### config.mk
export PLATFORM = sky130hd
export DESIGN_NAME = pipe_stage_reg_flat
export DESIGN_NICKNAME = d
export VERILOG_FILES = /design/src/rtl/pipe_stage_reg_pkg.sv /design/src/rtl/pipe_stage_reg_if.sv /design/src/rtl/pipe_stage_reg_sat_counter.sv /design/src/rtl/pipe_stage_reg.sv /design/src/flat_wrapper.sv
export SDC_FILE = /design/constraint.sdc
export NUM_CORES = 1
export LEC_CHECK = 0
export ABC_AREA = 0
export BUFFER_PORTS_ARGS = -buffer_cell sky130_fd_sc_hd__clkbuf_2
export CORE_AREA = 2 2 79 62
export CTS_CLUSTER_DIAMETER = 60
export DETAILED_ROUTE_END_ITERATION = 10
export DIE_AREA = 0 0 81 64
export PLACE_DENSITY = 0.82
export SLEW_MARGIN = 40
export SYNTH_ARGS = -nofsm -noshare
export SYNTH_HDL_FRONTEND = slang
export SYNTH_SLANG_ARGS = --single-unit
### constraint.sdc
create_clock -name clk -period 2.39 [get_ports clk]
set_input_delay 0.478 -clock clk [delete_from_list [all_inputs] [get_ports clk]]
set_output_delay 0.478 -clock clk [all_outputs]
set_load 0.01 [all_outputs]
### src/rtl/pipe_stage_reg_pkg.sv
`default_nettype none
// ============================================================================
//  Module      : pipe_pkg
//  Description : Shared pipeline definitions. Holds the packed payload struct
//                for each stage boundary and the matching NOP constant that a
//                pipe_stage_reg loads as its CLEAR_VALUE. Also holds the
//                default stall counter width.
//  Revision    : 1.0 - initial release
// ============================================================================
package pipe_pkg;

    // Default width of the saturating stall counter in each stage register.
    localparam int PIPE_CNT_W_DEFAULT = 16;

    // RV32I canonical NOP: addi x0, x0, 0.
    localparam logic [31:0] INSTR_NOP = 32'h0000_0013;
    localparam logic [6:0]  OPC_NOP   = 7'h13;

    // ------------------------------------------------------------------------
    // Control bundle carried from decode towards write-back
    // ------------------------------------------------------------------------
    typedef struct packed {
        logic       reg_write;
        logic       mem_read;
        logic       mem_write;
        logic       mem_to_reg;
        logic       branch;
        logic       jump;
        logic       alu_src;
        logic [3:0] alu_op;
    } ctrl_t;

    // All-zero control means no architectural side effect.
    localparam ctrl_t CTRL_NOP = '0;

    // ------------------------------------------------------------------------
    // IF/ID boundary
    // ------------------------------------------------------------------------
    typedef struct packed {
        logic [31:0] pc;
        logic [31:0] instr;
    } if_id_payload_t;

    localparam if_id_payload_t IF_ID_NOP = '{
        pc    : 32'h0,
        instr : INSTR_NOP
    };

    // ------------------------------------------------------------------------
    // ID/EX boundary. The opcode sits in the least significant bits so the
    // NOP bundle reads as 0x13 when truncated to a 32-bit payload.
    // ------------------------------------------------------------------------
    typedef struct packed {
        ctrl_t       ctrl;
        logic [31:0] pc;
        logic [31:0] rs1_val;
        logic [31:0] rs2_val;
        logic [31:0] imm;
        logic [4:0]  rd;
        logic [4:0]  rs1;
        logic [4:0]  rs2;
        logic [6:0]  opcode;
    } id_ex_payload_t;

    localparam id_ex_payload_t ID_EX_NOP = '{
        ctrl    : CTRL_NOP,
        pc      : 32'h0,
        rs1_val : 32'h0,
        rs2_val : 32'h0,
        imm     : 32'h0,
        rd      : 5'd0,
        rs1     : 5'd0,
        rs2     : 5'd0,
        opcode  : OPC_NOP
    };

    // ------------------------------------------------------------------------
    // EX/MEM boundary
    // ------------------------------------------------------------------------
    typedef struct packed {
        ctrl_t       ctrl;
        logic [31:0] alu_result;
        logic [31:0] store_data;
        logic [4:0]  rd;
    } ex_mem_payload_t;

    localparam ex_mem_payload_t EX_MEM_NOP = '{
        ctrl       : CTRL_NOP,
        alu_result : 32'h0,
        store_data : 32'h0,
        rd         : 5'd0
    };

    // ------------------------------------------------------------------------
    // MEM/WB boundary
    // ------------------------------------------------------------------------
    typedef struct packed {
        ctrl_t       ctrl;
        logic [31:0] wb_data;
        logic [4:0]  rd;
    } mem_wb_payload_t;

    localparam mem_wb_payload_t MEM_WB_NOP = '{
        ctrl    : CTRL_NOP,
        wb_data : 32'h0,
        rd      : 5'd0
    };

endpackage
`default_nettype wire

### src/rtl/pipe_stage_reg_if.sv
`default_nettype none
// ============================================================================
//  Module      : pipe_stage_reg_if
//  Description : Handshake bundle around one pipeline stage register.
//                slave  - the stage register itself
//                master - the surrounding pipeline (upstream stage, downstream
//                         stage and hazard unit seen as one driver)
//  Signals     : flush       hazard-unit squash
//                in_valid    upstream beat present
//                in_ready    stage can accept a beat
//                in_data     upstream payload        [DATA_W]
//                out_valid   held beat present
//                out_ready   downstream consumes the beat
//                out_data    held payload            [DATA_W]
//                stall_count saturating stall cycles [CNT_W]
//  Revision    : 1.0 - initial release
// ============================================================================
interface pipe_stage_reg_if
    import pipe_pkg::*;
#(
    parameter int DATA_W = 32,
    parameter int CNT_W  = PIPE_CNT_W_DEFAULT
) ();

    logic              flush;
    logic              in_valid;
    logic              in_ready;
    logic [DATA_W-1:0] in_data;
    logic              out_valid;
    logic              out_ready;
    logic [DATA_W-1:0] out_data;
    logic [CNT_W-1:0]  stall_count;

    modport master (
        output flush,
        output in_valid,
        output in_data,
        output out_ready,
        input  in_ready,
        input  out_valid,
        input  out_data,
        input  stall_count
    );

    modport slave (
        input  flush,
        input  in_valid,
        input  in_data,
        input  out_ready,
        output in_ready,
        output out_valid,
        output out_data,
        output stall_count
    );

endinterface
`default_nettype wire

### src/rtl/pipe_stage_reg_sat_counter.sv
`default_nettype none
// ============================================================================
//  Module      : pipe_sat_counter
//  Description : Up-counter that sticks at its all-ones value instead of
//                wrapping.
//  Ports       : clk    clock
//                rst    synchronous active-high reset, clears the count
//                inc    add one on this edge (ignored once saturated)
//                count  current value [CNT_W]
//  Revision    : 1.0 - initial release
// ============================================================================
module pipe_sat_counter
    import pipe_pkg::*;
#(
    parameter int CNT_W = PIPE_CNT_W_DEFAULT
) (
    input  logic             clk,
    input  logic             rst,
    input  logic             inc,
    output logic [CNT_W-1:0] count
);

    localparam logic [CNT_W-1:0] c_cnt_max = '1;
    localparam logic [CNT_W-1:0] c_cnt_one = CNT_W'(1);

    logic [CNT_W-1:0] r_count;

    always_ff @(posedge clk) begin
        if (rst) begin
            r_count <= '0;
        end else if (inc && (r_count != c_cnt_max)) begin
            r_count <= r_count + c_cnt_one;
        end
    end

    assign count = r_count;

endmodule
`default_nettype wire

### src/rtl/pipe_stage_reg.sv
`default_nettype none
// ============================================================================
//  Module      : pipe_stage_reg
//  Description : Valid/ready pipeline stage register carrying a packed payload
//                between two stages. Flush squashes held beats and loads
//                CLEAR_VALUE; an optional bubble clear restores CLEAR_VALUE
//                whenever the stage drains; a saturating counter records
//                cycles the held beat was blocked downstream.
//  Build option: define PIPE_STAGE_REG_SKID_EN to add a second (skid) entry,
//                which makes in_ready a pure register output. Without it the
//                stage is a single entry and in_ready depends combinationally
//                on out_ready.
//  Ports       : clk  clock
//                rst  synchronous active-high reset
//                bus  pipe_stage_reg_if.slave (flush, in_*, out_*, stall_count)
//  Parameters  : DATA_W       payload width
//                CLEAR_VALUE  NOP/bubble payload
//                BUBBLE_CLEAR 1: out_data returns to CLEAR_VALUE on drain
//                             0: out_data keeps its last value on drain
//                CNT_W        stall counter width
//  Revision    : 1.0 - initial release
// ============================================================================
module pipe_stage_reg
    import pipe_pkg::*;
#(
    parameter int                DATA_W       = 32,
    parameter logic [DATA_W-1:0] CLEAR_VALUE  = '0,
    parameter bit                BUBBLE_CLEAR = 1'b1,
    parameter int                CNT_W        = PIPE_CNT_W_DEFAULT
) (
    input  logic             clk,
    input  logic             rst,
    pipe_stage_reg_if.slave  bus
);

    // Main entry: this is what the downstream stage sees.
    logic              r_main_valid;
    logic [DATA_W-1:0] r_main_data;

    logic              w_in_ready;
    logic              w_accept;
    logic              w_release;
    logic              w_stall;
    logic [DATA_W-1:0] w_empty_data;

    assign w_accept  = bus.in_valid & w_in_ready;
    assign w_release = r_main_valid & bus.out_ready;

    // Payload left on out_data when the main entry empties without refill.
    generate
        if (BUBBLE_CLEAR) begin : g_bubble_clear
            assign w_empty_data = CLEAR_VALUE;
        end else begin : g_bubble_hold
            assign w_empty_data = r_main_data;
        end
    endgenerate

`ifdef PIPE_STAGE_REG_SKID_EN
    // Skid entry catches the beat accepted while main is blocked, so the
    // upstream can be told "ready" one cycle ahead from a flop.
    logic              r_skid_valid;
    logic [DATA_W-1:0] r_skid_data;

    assign w_in_ready = ~r_skid_valid;

    always_ff @(posedge clk) begin
        if (rst || bus.flush) begin
            r_main_valid <= 1'b0;
            r_main_data  <= CLEAR_VALUE;
            r_skid_valid <= 1'b0;
            r_skid_data  <= CLEAR_VALUE;
        end else if (!r_main_valid) begin
            // Skid is never occupied while main is empty.
            if (w_accept) begin
                r_main_valid <= 1'b1;
                r_main_data  <= bus.in_data;
            end
        end else if (w_release) begin
            if (r_skid_valid) begin
                // Oldest waiting beat moves up; in_ready was low, so no
                // new beat can arrive on this edge.
                r_main_data  <= r_skid_data;
                r_skid_valid <= 1'b0;
                r_skid_data  <= CLEAR_VALUE;
            end else if (w_accept) begin
                r_main_data  <= bus.in_data;
            end else begin
                r_main_valid <= 1'b0;
                r_main_data  <= w_empty_data;
            end
        end else if (w_accept) begin
            r_skid_valid <= 1'b1;
            r_skid_data  <= bus.in_data;
        end
    end
`else
    // Single entry: a held beat may be replaced in the same cycle it leaves.
    assign w_in_ready = ~r_main_valid | bus.out_ready;

    always_ff @(posedge clk) begin
        if (rst || bus.flush) begin
            r_main_valid <= 1'b0;
            r_main_data  <= CLEAR_VALUE;
        end else if (w_accept) begin
            r_main_valid <= 1'b1;
            r_main_data  <= bus.in_data;
        end else if (w_release) begin
            r_main_valid <= 1'b0;
            r_main_data  <= w_empty_data;
        end
    end
`endif

    // A flushed cycle is not a stall: the held beat is discarded instead.
    assign w_stall = r_main_valid & ~bus.out_ready & ~bus.flush;

    pipe_sat_counter #(
        .CNT_W (CNT_W)
    ) u_stall_cnt (
        .clk   (clk),
        .rst   (rst),
        .inc   (w_stall),
        .count (bus.stall_count)
    );

    assign bus.in_ready  = w_in_ready;
    assign bus.out_valid = r_main_valid;
    assign bus.out_data  = r_main_data;

endmodule
`default_nettype wire

### src/flat_wrapper.sv
// flat-port wrapper written by rule: the top's interface ports become plain ports
module pipe_stage_reg_flat import pipe_pkg::*;
#(
    parameter int                DATA_W       = 32,
    parameter logic [DATA_W-1:0] CLEAR_VALUE  = '0,
    parameter bit                BUBBLE_CLEAR = 1'b1,
    parameter int                CNT_W        = PIPE_CNT_W_DEFAULT
)
  (clk, rst, bus_flush, bus_in_valid, bus_in_data, bus_out_ready, bus_in_ready, bus_out_valid, bus_out_data, bus_stall_count);
  pipe_stage_reg_if #(.DATA_W(DATA_W), .CNT_W(CNT_W)) bus_i ();
  input  logic clk;
  input  logic rst;
  input wire logic [$bits(bus_i.flush)-1:0] bus_flush;
  input wire logic [$bits(bus_i.in_valid)-1:0] bus_in_valid;
  input wire logic [$bits(bus_i.in_data)-1:0] bus_in_data;
  input wire logic [$bits(bus_i.out_ready)-1:0] bus_out_ready;
  output wire logic [$bits(bus_i.in_ready)-1:0] bus_in_ready;
  output wire logic [$bits(bus_i.out_valid)-1:0] bus_out_valid;
  output wire logic [$bits(bus_i.out_data)-1:0] bus_out_data;
  output wire logic [$bits(bus_i.stall_count)-1:0] bus_stall_count;
  assign bus_i.flush = bus_flush;
  assign bus_i.in_valid = bus_in_valid;
  assign bus_i.in_data = bus_in_data;
  assign bus_i.out_ready = bus_out_ready;
  assign bus_in_ready = bus_i.in_ready;
  assign bus_out_valid = bus_i.out_valid;
  assign bus_out_data = bus_i.out_data;
  assign bus_stall_count = bus_i.stall_count;
  pipe_stage_reg #(.DATA_W(DATA_W), .CLEAR_VALUE(CLEAR_VALUE), .BUBBLE_CLEAR(BUBBLE_CLEAR), .CNT_W(CNT_W)) u_core (.clk(clk), .rst(rst), .bus(bus_i));
endmodule
==> metrics.cfg, run 1 <==
[grt]
track_usage_pct = 17.4
grt_pass1_wl_um = 7090
grt_pass1_vias = 1535
overflow = 0
grt_max_degree = 34
antenna_found_initial = 0

[floorplanning]
rows = 21
die_h_um = 64
ios = 87
start_util_pct = 45.1
core_area_um2 = 4360
fp.dieW_um = 81
dieArea_um2 = 5180

[sta]
clock-skew-final_ns = 0.00384
slew_headroom_pct = 56.7
post-route-period-util_pct = 78.7
setup_tns_ns = 0
hold_viol = 0
drv_slew = 0
setup_violations = 0
fmax_mhz = 532
worst_slew_pin_slew_ns = 0.645
fin_crit_ns = 1.88
rsz0062_at_grt = no

[synthesis]
synthMuxAreaShare_pct = 0.509
synthTopCellsByArea = dfxtp_1, a22oi_1, nor2_1
synth-simple-area-share_pct = 25.5
yosys_warnings = 0
synth_compound_area_share_pct = 14.2
syn_inst = 204
synth_top_area_share_pct = 49.9
ys_ff_latch = 49
synth_fa_ha_area_share_pct = 0.637
synth_edf_count = 0
ys.flop_type = dfxtp_1
post_synth_xor_area_fraction_pct = 5.79
synth_top_family_by_area = simple AND/OR/NAND/NOR gates
synth_area_um2 = 1970
avgSynthCellArea_um2 = 9.64
synth_cell_types = 31
synth_fp_nets = 242
synth_area_leader_cell = dfxtp_1
ys_async_sr_fraction_pct = 0
ys_seq_area_share_pct = 49.9

[cells_and_area]
nets = 323
multi_input_area_um2 = 930
areaGrowthSynthToFinish_pct = 28.1
n_fill_cell = 415
diodes = 0
layout-drive-gt1-share_pct = 39.2
regArea_um2 = 981
fin_util_pct = 57.7
fin_cells = 343

[worst_setup_path]
path_cells = ha_1 -> nand3_2 -> or3_1 -> nor4_2 -> xnor2_1 -> nor2_1
cp-end-kind = flip-flop
max_stage_delay_ns = 0.48
crit_fanout = 7
start_kind = flip-flop
cp_slowest_cell = or3_1
r2r_slack_ns = 0.51
r2r_cells = 6
cp_num_buf_inv = 0
crit_type = reg2reg
crit_family = simple AND/OR/NAND/NOR gates
required_ns = 2.58
critPathArrivalTime_ns = 2.07
r2r-start = u_core.u_stall_cnt.count[1]
r2r_end = u_core.u_stall_cnt.count[10]

[place]
dp_hpwl_um = 3140
dp.cells = 335
port_buffers = 86
place_congestion = 0.831

[clocking]
htree_num_levels = 2
post-cts-setup-buffers = 0
cts_resized = 0
clockRootBuffer = clkbuf_8
cts-buffers-inserted = 5
cts_sinks = 49
cts_tree = built
hold_buffers = 0
clk_latency_ns = 0.29
clkTransAtPathRegs_ns = 0.08
clockBufferDepth = 2

[routing]
via_per_inst = 5.16
remaining_drc_errors = 0
drt-initial-drc-count = 136
vias = 1770
drt-total-wl_um = 4340
drtPass1Iterations = 5
ant_nets = 0
routedWlPerCell_um = 12.7

[power]
peakVddDrop_v = 0.000282
switching_share_pct = 23.5
switchingPower_mw = 0.339
combPwrFrac_pct = 9.7
p_seq_share_pct = 58.5
power_density_nw_per_um2 = 574
p_clk_share_pct = 31.8
p_int_mw = 1.11
cellLeakagePower_nw = 1.08

[worst_hold_path]
holdCritPathClass = in2reg
min_to = u_core.bus.out_data[4]
worstHoldPathCells = 3
hold_start = bus_in_data[4]

[flow_run]
cap_violations = 0

[status]
status = completed

## metrics by stage
step	power (mW)	worst slack (ns)	cell area, um2	hold slack [ns]
3_5_place_dp	1.01	0.459	2430	0.489
4_1_cts	1.47	0.525	2520	0.421
2_1_floorplan	0.940	0.613	1970	0.534
6_report	1.44	0.510	2520	0.432
3_3_place_gp	1.00	0.500	2430	0.477
5_1_grt	1.52	0.388	2520	0.428
## Yosys cell counts, types with 2 or more instances
cell / number
xnor2_1: 13
nor4_2: 2
nand3_1: 3
a22oi_1: 32
or3_1: 2
o21ai_0: 2
dfxtp_1: 49
nor3_2: 2
nor4_4: 2
nor3_1: 5
or2_2: 2
inv_1: 2
a21oi_1: 4
nand4_2: 3
nand2_1: 5
clkbuf_1: 13
and4_1: 2
nor2_1: 48
## tightest hold or removal path, delay by kind of cell
| family | cells | cell delay [ns] |
|---|---|---|
| AO/OA/AOI/OAI | 1 | 0.06 |
| buffers and inverters | 1 | 0.08 |
| AND/OR/NAND/NOR | 1 | 0.07 |
## layer usage
layer	routed length, um	GRT usage (%)	vias up	part of all wire, %
met4	48	6.36	0	1.1
met2	1880	25.7	69	43
met5	0	0	-	0
li1	-	-	877	-
met3	308	4.10	9	7.1
met1	2110	24.7	815	49
## area by class of cell
class / instances / share of cell area (%)
flip-flops and latches: 49 / 38.9
repair buffers: 88 / 17.7
well taps: 57 / 2.83
clock buffers: 7 / 3.03
inverters: 2 / 0.298
multi-input cells: 139 / 36.9
clock inverters: 1 / 0.298
## flip-flops by register name (all words and copies together) (netlist names)
signal / count
u_core.bus.out_data: 32
u_core.u_stall_cnt.count: 16
u_core.bus.out_valid: 1
## power groups by stage
stage,Combinational (mW),Sequential (mW),Clock (mW)
after floorplan,0.0689,0.872,0
after global placement,0.139,0.863,0
after detailed placement,0.142,0.863,0
after CTS,0.142,0.845,0.482
after global routing,0.158,0.847,0.520
final,0.140,0.845,0.459
## worst max path at each step
stage / start / endpoint / slack [ns] / cells past startpoint
4_1_cts: u_core.u_stall_cnt.count[1] / u_core.u_stall_cnt.count[10] / 0.53 / 6
3_3_place_gp: bus_out_ready / u_core.u_stall_cnt.count[14] / 0.50 / 6
5_1_grt: u_core.u_stall_cnt.count[1] / u_core.u_stall_cnt.count[5] / 0.39 / 6
3_5_place_dp: bus_out_ready / u_core.u_stall_cnt.count[10] / 0.46 / 6
2_1_floorplan: u_core.u_stall_cnt.count[0] / u_core.u_stall_cnt.count[10] / 0.61 / 7
6_report: u_core.u_stall_cnt.count[1] / u_core.u_stall_cnt.count[10] / 0.51 / 6
## logic make-up (layout without fill, tap and decap cells)
logic type,Yosys count,count (layout)
muxes,1,1
AOI/OAI and AO/OA,39,39
buffers and inverters,16,98
and+or+nand+nor,85,85
adders and majority gates,1,1
xor gates and xnor gates,13,13
DFF,49,49
## cell usage in the layout (no fill, tap or decap)
cell type    n
nand2b_1     1
nor4_4       2
or3_1        2
nand4_1      1
buf_4        2
a21oi_1      4
nand3_1      3
nor3b_1      1
and4_1       2
nand4_2      3
or2_2        2
nor2_2       1
o21ai_0      2
a31o_1       1
nor4b_4      1
nand3_2      1
ha_1         1
nor3_1       5
nor3_2       2
clkinvlp_4   1
mux2i_4      1
xnor2_1     13
clkbuf_8     5
dfxtp_1     49
or4b_4       1
and2_2       1
clkbuf_2    86
inv_1        2
clkbuf_1     2
nor4_2       2
nand2_1      5
a22oi_1     32
nand2b_4     1
nor2_1      48
Note: power is estimated with default switching activity, not from simulation.
==> run 2: changes to the inputs <==
Settings changed: CORE_AREA 2 2 79 62 to 2 2 82 65, DIE_AREA 0 0 81 64 to 0 0 84 67, PLACE_DENSITY 0.82 to 0.8.
Clock period 2.39 ns to 1.6 ns, I/O delays scaled along.
==> run 2 against run 1 <==
  * Sequential power grew 49%
  * Hold slack got worse by 0.16 ns
  * Design area is 12% higher
  * Maximum frequency grew 16%
  * Clock skew increased by 0.0020 ns
  * Critical path depth decreased by 1
  * The flow now finishes with violations (negative setup slack)
  * Wire length grew 14%
  * Register-to-register slack got worse by 0.53 ns
  * First-iteration DRC count decreased by 63%
  * Cell count rose by 8.2%
  * Global-route usage shrank 0.75 points
==> metrics.cfg, run 2 (same netlist as run 1, synthesis figures left out) <==
[status]
status = complete, but fails checks
violations = negative setup slack

[power]
p_int_mw = 1.65
switching_share_pct = 23.6
peakVddDrop_v = 0.000554
power_mw = 2.16
p_seq_share_pct = 58.1
cellLeakagePower_nw = 1.25
switchingPower_mw = 0.510
p_clk_share_pct = 31.6
power_density_nw_per_um2 = 768
combPwrFrac_pct = 10.2

[clocking]
htree_num_levels = 2
hold_buffers = 0
clockRootBuffer = clkbuf_8
cts_sinks = 49
cts-buffers-inserted = 5
clockBufferDepth = 2
clkTransAtPathRegs_ns = 0.09
clk_latency_ns = 0.29
cts_tree = built

[cells_and_area]
diodes = 0
nets = 348
largest_reg_flops = 32
final_cell_mix = clkbuf_2, nor2_1, dfxtp_1, a22oi_1, buf_4
layout-drive-gt1-share_pct = 50.2
mostFrequentLayoutCell = clkbuf_2
areaGrowthSynthToFinish_pct = 43.3

[place]
detailedPlace.worstSlack_ns = -0.157
port_buffers = 86
dp_hpwl_um = 3630
place_congestion = 0.774

[sta]
clock-skew-final_ns = 0.00587
slew_headroom_pct = 60.3
whs_ns = 0.276
setup_violations = 2
setup_tns_ns = -0.0291
drv_slew = 0
rsz0062_at_grt = yes
fin_crit_ns = 1.62
setup_ws_ns = -0.0173
post-route-period-util_pct = 101
fmax_mhz = 618
worst_slew_pin_slew_ns = 0.595
hold_viol = 0

[grt]
grt_pass1_vias = 1562
grt_pass1_wl_um = 7450
grt_max_degree = 34
antenna_found_initial = 0
track_usage_pct = 16.7
overflow = 0

[worst_setup_path]
critPathArrivalTime_ns = 1.81
start_kind = flip-flop
crit_fanout = 4
crit_type = reg2reg
required_ns = 1.79
cp-end-kind = flip-flop

[worst_hold_path]
holdCritPathClass = in2reg

[floorplanning]
ios = 87
die_h_um = 67
rows = 22
dieArea_um2 = 5630
fp.dieW_um = 84
start_util_pct = 41.3
core_area_um2 = 4760

[routing]
via_per_inst = 5.05
drtPass1Iterations = 4
remaining_drc_errors = 0
drt-total-wl_um = 4970
drt-initial-drc-count = 50
ant_nets = 0
routedWlPerCell_um = 13.4
vias = 1874

[flow_run]
cap_violations = 0

## run 2: cell count changes in the layout (fill, tap and decap cells not counted), sizes merged
cell,change
clkinvlp,-1
clkinv,+2
buf,+25
clkbuf,-1
## run 2: cell type report
cell class	count	area, um2
sequential	49	1000
clock buffer	6	72.6
inverter	2	7.51
fill	427	1940
multi-input combinational	139	1000
clock inverter	2	10.0
tap	60	75.1
timing repair buffer	113	647
## run 2: critical path, cell delays in order (launching register included)
cell	delay, ns
dfxtp_2	0.36
and4_1	0.22
or4b_4	0.54
nor2_4	0.15
a21oi_2	0.07
a31o_1	0.18
## run 2: per-layer routing
layer / routed length, um / vias to the layer above / GRT usage, %
met5: 0 / - / 0
met4: 34 / 0 / 6.45
met3: 281 / 2 / 4.46
met2: 2420 / 71 / 27.6
met1: 2240 / 872 / 21.0
li1: - / 929 / -
## run 2: per-stage QoR
stage,instances,instance area (um2),utilization [%]
detailed placement,359,2660,55.8
floorplan,204,2020,-
CTS,367,2750,57.8
global route,371,2820,59.2
global placement,359,2660,55.8
finish,371,2820,59.2
## run 2: final timing paths
kind                                    start                            to  slack, ns  cells after the start
setup reg to reg  u_core.u_stall_cnt.count[3]  u_core.u_stall_cnt.count[11]      -0.02                      5
setup / recovery  u_core.u_stall_cnt.count[3]  u_core.u_stall_cnt.count[11]      -0.02                      5
hold / removal                 bus_in_data[3]        u_core.bus.out_data[3]       0.28                      3
hold reg to reg       u_core.bus.out_data[15]       u_core.bus.out_data[15]       0.50                      2
## run 2: timing repair
item,in CTS,in global routing
setup endpoints to repair,7,17
buffers inserted,0,3
resized for setup,3,9
gates cloned,0,1
pin swaps,0,7
## run 2: power by group through the flow
stage          registers, mW  logic [mW]  clock network [mW]
3_3_place_gp            1.28       0.217                   0
6_report                1.26       0.221               0.684
3_5_place_dp            1.29       0.222                   0
4_1_cts                 1.26       0.223               0.717
5_1_grt                 1.26       0.243               0.768
2_1_floorplan           1.30       0.103                   0
==> run 3: changes to the inputs <==
Settings changed: CELL_PAD_IN_SITES_DETAIL_PLACEMENT set to 0, CELL_PAD_IN_SITES_GLOBAL_PLACEMENT set to 2, CORE_AREA 2 2 82 65 to 2 2 108 84, DIE_AREA 0 0 84 67 to 0 0 110 86, PLACE_DENSITY 0.8 to 0.79.
==> run 3 against run 2 <==
  * The flow still finishes with violations (negative setup slack)
  * Via count decreased by 2.5%
  * Critical path depth is the same
  * Global-route usage down 5.6 points
  * Combinational power increased by 4%
  * Design area increased by 4.0%
  * First-iteration DRC count is 66% higher
  * Non-clock buffer count increased by 8
  * Clock power barely moved
  * Sequential share of layout area shrank 1.4 points
  * Clock-buffer cell count unchanged
  * Sequential power about the same
  * Setup slack worse by 0.0058 ns
==> metrics.cfg, run 3 (same netlist as run 1, synthesis figures left out) <==
[status]
status = complete, but fails checks
violations = negative setup slack

[floorplanning]
rows = 29
dieArea_um2 = 9460
core_area_um2 = 8310
start_util_pct = 23.7
ios = 87
fp.dieW_um = 110
die_h_um = 86

[place]
detailedPlace.worstSlack_ns = -0.0917
place_congestion = 0.808
port_buffers = 86
dpl_cell_area_um2 = 2790
dp_hpwl_um = 3760
dp.cells = 416

[worst_hold_path]
holdCritPathClass = in2reg

[grt]
overflow = 0
grt_pass1_vias = 1677
antenna_found_initial = 0
track_usage_pct = 11.1
grt_pass1_wl_um = 8120
grt_max_degree = 34

[worst_setup_path]
start_kind = flip-flop
cp-end-kind = flip-flop
path_cells = and4_1 -> or4b_4 -> nor2_4 -> a21oi_2 -> a31o_1
required_ns = 1.79
crit_fanout = 4
cp_num_buf_inv = 0
crit_family = simple AND/OR/NAND/NOR gates
cp_slowest_cell = or4b_4
critPathArrivalTime_ns = 1.81
crit_type = reg2reg
max_stage_delay_ns = 0.54

[sta]
clock-skew-final_ns = 0.00566
drv_slew = 0
whs_ns = 0.270
setup_tns_ns = -0.0451
fin_crit_ns = 1.62
setup_violations = 3
setup_ws_ns = -0.0231
post-route-period-util_pct = 101
rsz0062_at_grt = yes
fmax_mhz = 616
slew_headroom_pct = 58.3
hold_viol = 0
worst_slew_pin_slew_ns = 0.625

[clocking]
hold_buffers = 0
clkTransAtPathRegs_ns = 0.09
htree_num_levels = 2
cts_tree = built
clockBufferDepth = 2
clockRootBuffer = clkbuf_8
cts-buffers-inserted = 5
clk_latency_ns = 0.29
cts_sinks = 49

[routing]
vias = 1828
ant_nets = 0
remaining_drc_errors = 0
drt-initial-drc-count = 83
via_per_inst = 4.29
drtPass1Iterations = 4
drt-total-wl_um = 5230
routedWlPerCell_um = 12.3

[power]
power_density_nw_per_um2 = 741
cellLeakagePower_nw = 1.28
peakVddDrop_v = 0.000371

[cells_and_area]
diodes = 0
fin_cells = 426
largest_reg_flops = 32
layout-drive-gt1-share_pct = 51.3
mostFrequentLayoutCell = clkbuf_2
final_cell_mix = clkbuf_2, nor2_1, dfxtp_1, buf_4, a22oi_1
nets = 356
areaGrowthSynthToFinish_pct = 49.1
n_fill_cell = 873
fin_area_um2 = 2930

[flow_run]
cap_violations = 0

run 3: worst paths after layout:
kind | start | end | slack, ns | cells after the start
worst max-delay path | u_core.u_stall_cnt.count[0] | u_core.u_stall_cnt.count[11] | -0.02 | 5
worst min-delay path | bus_in_data[16] | u_core.bus.out_data[16] | 0.27 | 3
worst max register to register | u_core.u_stall_cnt.count[0] | u_core.u_stall_cnt.count[11] | -0.02 | 5
worst min register to register | u_core.bus.out_data[1] | u_core.bus.out_data[1] | 0.50 | 2
run 3: what timing repair did:
item / in CTS / in global routing
pin swaps: 5 / 9
setup endpoints to repair: 7 / 45
buffers inserted: 2 / 2
resized for setup: 4 / 6
run 3: final cells by class:
type	instances	area (um2)	share of cell area (%)
multi-input cells	139	1000	34.2
flip-flops and latches	49	1000	34.2
repair buffers	121	706	24.1
well taps	108	135	4.61
clock buffers	6	72.6	2.48
inverters	2	7.51	0.256
clock inverters	1	5.00	0.171
run 3: through the flow:
step	utilization (%)	power, mW
6_report	35.3	2.17
5_1_grt	35.3	2.30
3_5_place_dp	33.6	1.52
2_1_floorplan	-	1.40
4_1_cts	35.0	2.22
3_3_place_gp	33.6	1.52
run 3: power by group:
part           switching [mW]  total [mW]  internal [mW]
clock network           0.388       0.687          0.298
registers              0.0148        1.26           1.24
logic                   0.120       0.229          0.108
total                   0.523        2.17           1.65
run 3: worst reg2reg max path: stages, from the launching register on:
cell	delay, ns
dfxtp_4	0.37
and4_1	0.22
or4b_4	0.54
nor2_4	0.15
a21oi_2	0.07
a31o_1	0.17
run 3: per-layer routing:
layer | global-route usage (%) | share of wire (%) | up-vias
met2 | 16.5 | 43 | 56
met3 | 2.58 | 5.6 | 2
met4 | 3.45 | 0.69 | 0
met5 | 0 | 0 | -
li1 | - | - | 940
met1 | 15.7 | 50 | 830
